`config.mk`:
```
export PLATFORM = sky130hd
export DESIGN_NAME = uart_tx
export DESIGN_NICKNAME = d
export VERILOG_FILES = /design/src/rtl/uart_pkg.sv /design/src/rtl/uart_bit_tick.sv /design/src/rtl/uart_tx.sv
export SDC_FILE = /design/constraint.sdc
export NUM_CORES = 1
export LEC_CHECK = 0
export ABC_CLOCK_PERIOD_IN_PS = 2140
export BUFFER_PORTS_ARGS = -buffer_cell sky130_fd_sc_hd__buf_2
export CORE_MARGIN = 2
export CORE_UTILIZATION = 45
export CTS_CLUSTER_DIAMETER = 80
export CTS_CLUSTER_SIZE = 28
export DETAILED_ROUTE_END_ITERATION = 10
export GPL_TIMING_DRIVEN = 0
export PLACE_DENSITY = 0.74
export SLEW_MARGIN = 20
export SYNTH_ARGS = -nofsm -noshare
export SYNTH_HDL_FRONTEND = slang
export SYNTH_SLANG_ARGS = --single-unit
```
`constraint.sdc`:
```
create_clock -name clk -period 2.14 [get_ports clk]
set_input_delay 0.428 -clock clk [delete_from_list [all_inputs] [get_ports clk]]
set_output_delay 0.428 -clock clk [all_outputs]
set_load 0.03 [all_outputs]
```
`src/rtl/uart_pkg.sv`:
```
// Shared UART definitions used by both the transmitter and the receiver:
// frame width, transmitter state encoding and the default bit period.
package uart_pkg;

  localparam int DATA_W         = 8;
  localparam int OVERSAMPLE_DEF = 8;

  typedef enum logic [1:0] {
    IDLE,
    START,
    DATA,
    STOP
  } tx_state_t;

  // Width of a counter that wraps 0..os-1, kept at least one bit wide.
  function automatic int cnt_width(input int os);
    return (os > 2) ? $clog2(os) : 1;
  endfunction

endpackage

```
`src/rtl/uart_bit_tick.sv`:
```
// Bit-period counter: counts enabled clocks 0..OVERSAMPLE-1 and flags the
// last clock of each bit period. Shared between the transmitter and receiver.
module uart_bit_tick import uart_pkg::*; #(
  parameter int OVERSAMPLE = OVERSAMPLE_DEF
) (
  input  logic clk,
  input  logic rst,
  input  logic clear,
  input  logic enable,
  output logic tick
);

  localparam int               CNT_W = cnt_width(OVERSAMPLE);
  localparam logic [CNT_W-1:0] LAST  = CNT_W'(OVERSAMPLE - 1);

  logic [CNT_W-1:0] cnt_q;
  logic [CNT_W-1:0] cnt_d;

  always_comb begin
    cnt_d = cnt_q;
    if (clear) begin
      cnt_d = '0;
    end else if (enable) begin
      cnt_d = (cnt_q == LAST) ? '0 : cnt_q + 1'b1;
    end
  end

  always_ff @(posedge clk or posedge rst) begin
    if (rst) begin
      cnt_q <= '0;
    end else begin
      cnt_q <= cnt_d;
    end
  end

  // Independent of clear so the accept path through data_ready stays loop-free.
  assign tick = enable & (cnt_q == LAST);

endmodule

```
`src/rtl/uart_tx.sv`:
```
// UART transmitter: 8N1/8N2, LSB first, one byte per valid/ready handshake.
// tx is a registered decode of the current state, so it trails the state by one clock.
module uart_tx import uart_pkg::*; #(
  parameter int OVERSAMPLE = OVERSAMPLE_DEF,
  parameter int STOP_BITS  = 1
) (
  input  logic              clk,
  input  logic              rst,
  input  logic [DATA_W-1:0] data,
  input  logic              data_valid,
  output logic              data_ready,
  output logic              tx,
  output logic              busy
);

  localparam logic       STOP_LAST = 1'(STOP_BITS - 1);
  localparam logic [2:0] BIT_LAST  = 3'(DATA_W - 1);

  tx_state_t         state_q, state_d;
  logic [DATA_W-1:0] shift_q, shift_d;
  logic [2:0]        bit_cnt_q, bit_cnt_d;
  logic              stop_cnt_q, stop_cnt_d;
  logic              tx_q, tx_d;
  logic              tick;
  logic              accept;
  logic              last_stop;

  uart_bit_tick #(
    .OVERSAMPLE(OVERSAMPLE)
  ) u_bit_tick (
    .clk   (clk),
    .rst   (rst),
    .clear ((state_q == IDLE) | accept),
    .enable(state_q != IDLE),
    .tick  (tick)
  );

  assign last_stop  = (state_q == STOP) & tick & (stop_cnt_q == STOP_LAST);
  assign data_ready = (state_q == IDLE) | last_stop;
  assign accept     = data_valid & data_ready;
  assign busy       = (state_q != IDLE);
  assign tx         = tx_q;

  always_comb begin
    state_d    = state_q;
    shift_d    = shift_q;
    bit_cnt_d  = bit_cnt_q;
    stop_cnt_d = stop_cnt_q;

    case (state_q)
      IDLE: begin
        if (accept) begin
          state_d = START;
        end
      end
      START: begin
        if (tick) begin
          state_d   = DATA;
          bit_cnt_d = '0;
        end
      end
      DATA: begin
        if (tick) begin
          shift_d = shift_q >> 1;
          if (bit_cnt_q == BIT_LAST) begin
            state_d    = STOP;
            stop_cnt_d = 1'b0;
          end else begin
            bit_cnt_d = bit_cnt_q + 3'd1;
          end
        end
      end
      STOP: begin
        if (last_stop) begin
          state_d = accept ? START : IDLE;
        end else if (tick) begin
          stop_cnt_d = stop_cnt_q + 1'b1;
        end
      end
      default: state_d = IDLE;
    endcase

    // Every accept (from IDLE or the final stop clock) starts a fresh frame.
    if (accept) begin
      shift_d    = data;
      bit_cnt_d  = '0;
      stop_cnt_d = 1'b0;
    end
  end

  always_comb begin
    case (state_q)
      START:   tx_d = 1'b0;
      DATA:    tx_d = shift_q[0];
      default: tx_d = 1'b1;
    endcase
  end

  always_ff @(posedge clk or posedge rst) begin
    if (rst) begin
      state_q    <= IDLE;
      shift_q    <= '0;
      bit_cnt_q  <= '0;
      stop_cnt_q <= 1'b0;
      tx_q       <= 1'b1;
    end else begin
      state_q    <= state_d;
      shift_q    <= shift_d;
      bit_cnt_q  <= bit_cnt_d;
      stop_cnt_q <= stop_cnt_d;
      tx_q       <= tx_d;
    end
  end

endmodule

```
==> results.sh <==
export IMPL_vias_per_cell=5.429
export IMPL_switchingPower_w=0.0006127
export IMPL_cts_tree="yes"
export IMPL_synthCells=92
export IMPL_grt_use_total_pct=16.91
export IMPL_fin_nets=133
export IMPL_yosys_area_top_type="dfrtp_1"
export IMPL_reg2reg_depth=6
export IMPL_wirelength_microns=1973
export IMPL_finalSetupViolations=0
export IMPL_grt_pass1_wl_microns=3381
export IMPL_dp_cells=133
export IMPL_synth_enable_flop_cells=0
export IMPL_netlist_top_cells_area="dfrtp_1 39%, ha_1 10%, mux2_4 9.5%, mux2_1 7.1%, dfstp_2 2.4%"
export IMPL_cp_max_fo=4
export IMPL_r2r_end="shift_q[1]"
export IMPL_drc=0
export IMPL_power_w=0.001652
export IMPL_synth_avg_cell_area_sq_um=12.00
export IMPL_powerDensity_mw_per_mm2=1284
export IMPL_core_area_sq_mm=0.002276
export IMPL_swShare_pct=37.09
export IMPL_power_frac_comb_pct=53.2
export IMPL_syn_to_final_growth_pct=16.55
export IMPL_internal_power_w=0.001039
export IMPL_first_iter_violations=13
export IMPL_hold_class="primary input to asynchronous set/reset pin"
export IMPL_cts_sinks=18
export IMPL_gp_congestion=0.7090
export IMPL_reg2reg_from="u_bit_tick.cnt_q[0]"
export IMPL_dieWidth_microns=53.52
export IMPL_peakVddDrop_uv=728.9
export IMPL_initial_core_util_pct=48.49
export IMPL_crit_start="u_bit_tick.cnt_q[0]"
export IMPL_cts_hold_fix_buffers=0
export IMPL_cap_viol_max_count=0
export IMPL_synth_top_area_share_pct=38.55
export IMPL_synth_commonest_cells="17 x dfrtp_1, 9 x ha_1, 7 x mux2_1, 7 x mux2_4, 6 x inv_1"
export IMPL_cts_buffer_depth=2
export IMPL_required_ns=1.71
export IMPL_synth_cell_types=34
export IMPL_synth_ff_type="dfrtp_1"
export IMPL_dieArea_sq_mm=0.002864
export IMPL_period_share_pct=97.62
export IMPL_end_kind="primary output"
export IMPL_cp_start_kind="flop"
export IMPL_drive_above_1_share_pct=33.93
export IMPL_timing_worst_slew_pin_value_ns=0.6757
export IMPL_overflow=0
export IMPL_r2r_slack_ns=0.40
export IMPL_clk_latency_ns=0.30
export IMPL_ant_nets=0
export IMPL_cts_root_buf="clkbuf_4"
export IMPL_seqPwrFrac_pct=33.7
export IMPL_syn_nets=112
export IMPL_cts_clk_slew_worst_paths_ns=0.10
export IMPL_antenna_found_initial=0
export IMPL_p_leak_nw=0.6348
export IMPL_fin_cells=140
export IMPL_netlist_area_sq_mm=0.001104
export IMPL_finClkSkew_ns=0.0008281
export IMPL_ys_seq_area_share_pct=40.93
export IMPL_yosys_warnings=0
export IMPL_status="finished clean"
export IMPL_clockPowerShare_pct=13.1
export IMPL_port_buffers=13
export IMPL_hpwlAfterDp_microns=1423
export IMPL_grt_max_degree=19
export IMPL_fin_crit_ns=2.089
export IMPL_wl_per_cell_microns=14.09
export IMPL_slew_viol_final=0
export IMPL_htreeDepth=1
export IMPL_critical_path_class="flop to primary output"
export IMPL_die_h_microns=53.52
export IMPL_cts_buffers=3
export IMPL_diodes=0
export IMPL_ys_ff_latch=18
export IMPL_async_flop_share_pct=100.0
export IMPL_hold_viol_final=0
export IMPL_cp_arrival_ns=1.66
export IMPL_firstDrtPassIters=4
export IMPL_num_vias=760
export IMPL_fmax_mhz=478.7
export IMPL_slew_headroom_pct=54.90
export IMPL_ios=14
export IMPL_synth_most_common_cell="dfrtp_1"
export IMPL_num_rows=17
export IMPL_grt_pass1_vias=751
-- power groups by stage --
stage	Combinational, W	Clock (W)	Sequential [W]
5_1_grt	0.000976	0.000234	0.000578
6_report	0.000879	0.000216	0.000557
4_1_cts	0.000849	0.000219	0.000559
2_1_floorplan	0.000652	0	0.000562
3_3_place_gp	0.000783	0	0.000560
3_5_place_dp	0.000810	0	0.000566
-- cells by family after synthesis --
family	count (synthesis)	share of synthesized area, %
compound gates	19	12.81
fa+ha+maj	9	10.20
buf+inv	9	4.081
flops	18	40.93
mux	16	18.48
simple gates	21	13.49
-- state kept, by name, summed over array words and instances (netlist names) --
signal,flops
bit_cnt_q,3
shift_q,8
state_q,2
stop_cnt_q,1
tx,1
u_bit_tick.cnt_q,3
-- worst max-delay path by stage --
stage	endpoint	slack [ns]	cells after the start
after floorplan	data_ready	0.33	4
after global placement	data_ready	0.18	5
after detailed placement	data_ready	0.17	5
after CTS	data_ready	0.02	5
after global routing	data_ready	-0.004	4
final	data_ready	0.05	5
-- metal layers --
layer | vias to the layer above | part of all wire, % | routed length (microns) | GRT usage [%]
li1 | 378 | - | - | -
met1 | 369 | 47 | 937 | 21.31
met2 | 9 | 48 | 950 | 27.16
met3 | 4 | 2.0 | 40 | 2.542
met4 | 0 | 2.2 | 44 | 10.26
met5 | - | 0 | 0 | 0
-- metrics by stage --
step	hold WS [ns]	area (sq um)	utilization (%)	TNS (ns)	setup WS (ns)
global placement	0.4290	1204	52.89	0	0.1843
detailed placement	0.4353	1204	52.89	0	0.1738
finish	0.2063	1286	56.51	0	0.05083
floorplan	0.3658	1104	-	0	0.3340
global route	0.2715	1286	56.51	-0.003824	-0.003824
CTS	0.2263	1272	55.91	0	0.02095
-- layout make-up --
cell class	count	area, sq um
Buffer	3	22.52
Clock buffer	4	36.28
Fill cell	190	989.7
Inverter	6	22.52
Multi-Input combinational cell	65	624.3
Sequential cell	18	451.7
Tap cell	28	35.03
Timing Repair Buffer	16	93.84
-- critical path: stages, from the launching register on --
cell     delay, ns
dfrtp_1       0.40
ha_2          0.19
ha_4          0.16
and3b_4       0.19
or2_2         0.28
buf_6         0.14
-- placed cells by master, fill, tap and decap left out, types with 2 or more instances in the layout --
master     count
dfrtp_1       17
buf_2         12
mux2_1         7
mux2_4         7
inv_1          6
ha_1           6
buf_4          4
o31ai_1        3
nand2_1        3
a21oi_1        3
o21ai_0        3
o211ai_1       3
clkbuf_4       3
nand2b_1       2
nor2_1         2
buf_6          2
nor2b_1        2
or3_1          2
nor3b_1        2
o2111ai_1      2
mux2i_1        2
ha_2           2
-- repair_timing --
| item | in CTS | in global routing |
|---|---|---|
| gates cloned | 0 | 0 |
| buffers inserted | 2 | 1 |
| pin swaps | 0 | 1 |
| resized for setup | 4 | 2 |
| setup endpoints to repair | 1 | 1 |
No activity file was read; power rests on OpenSTA's default activity.
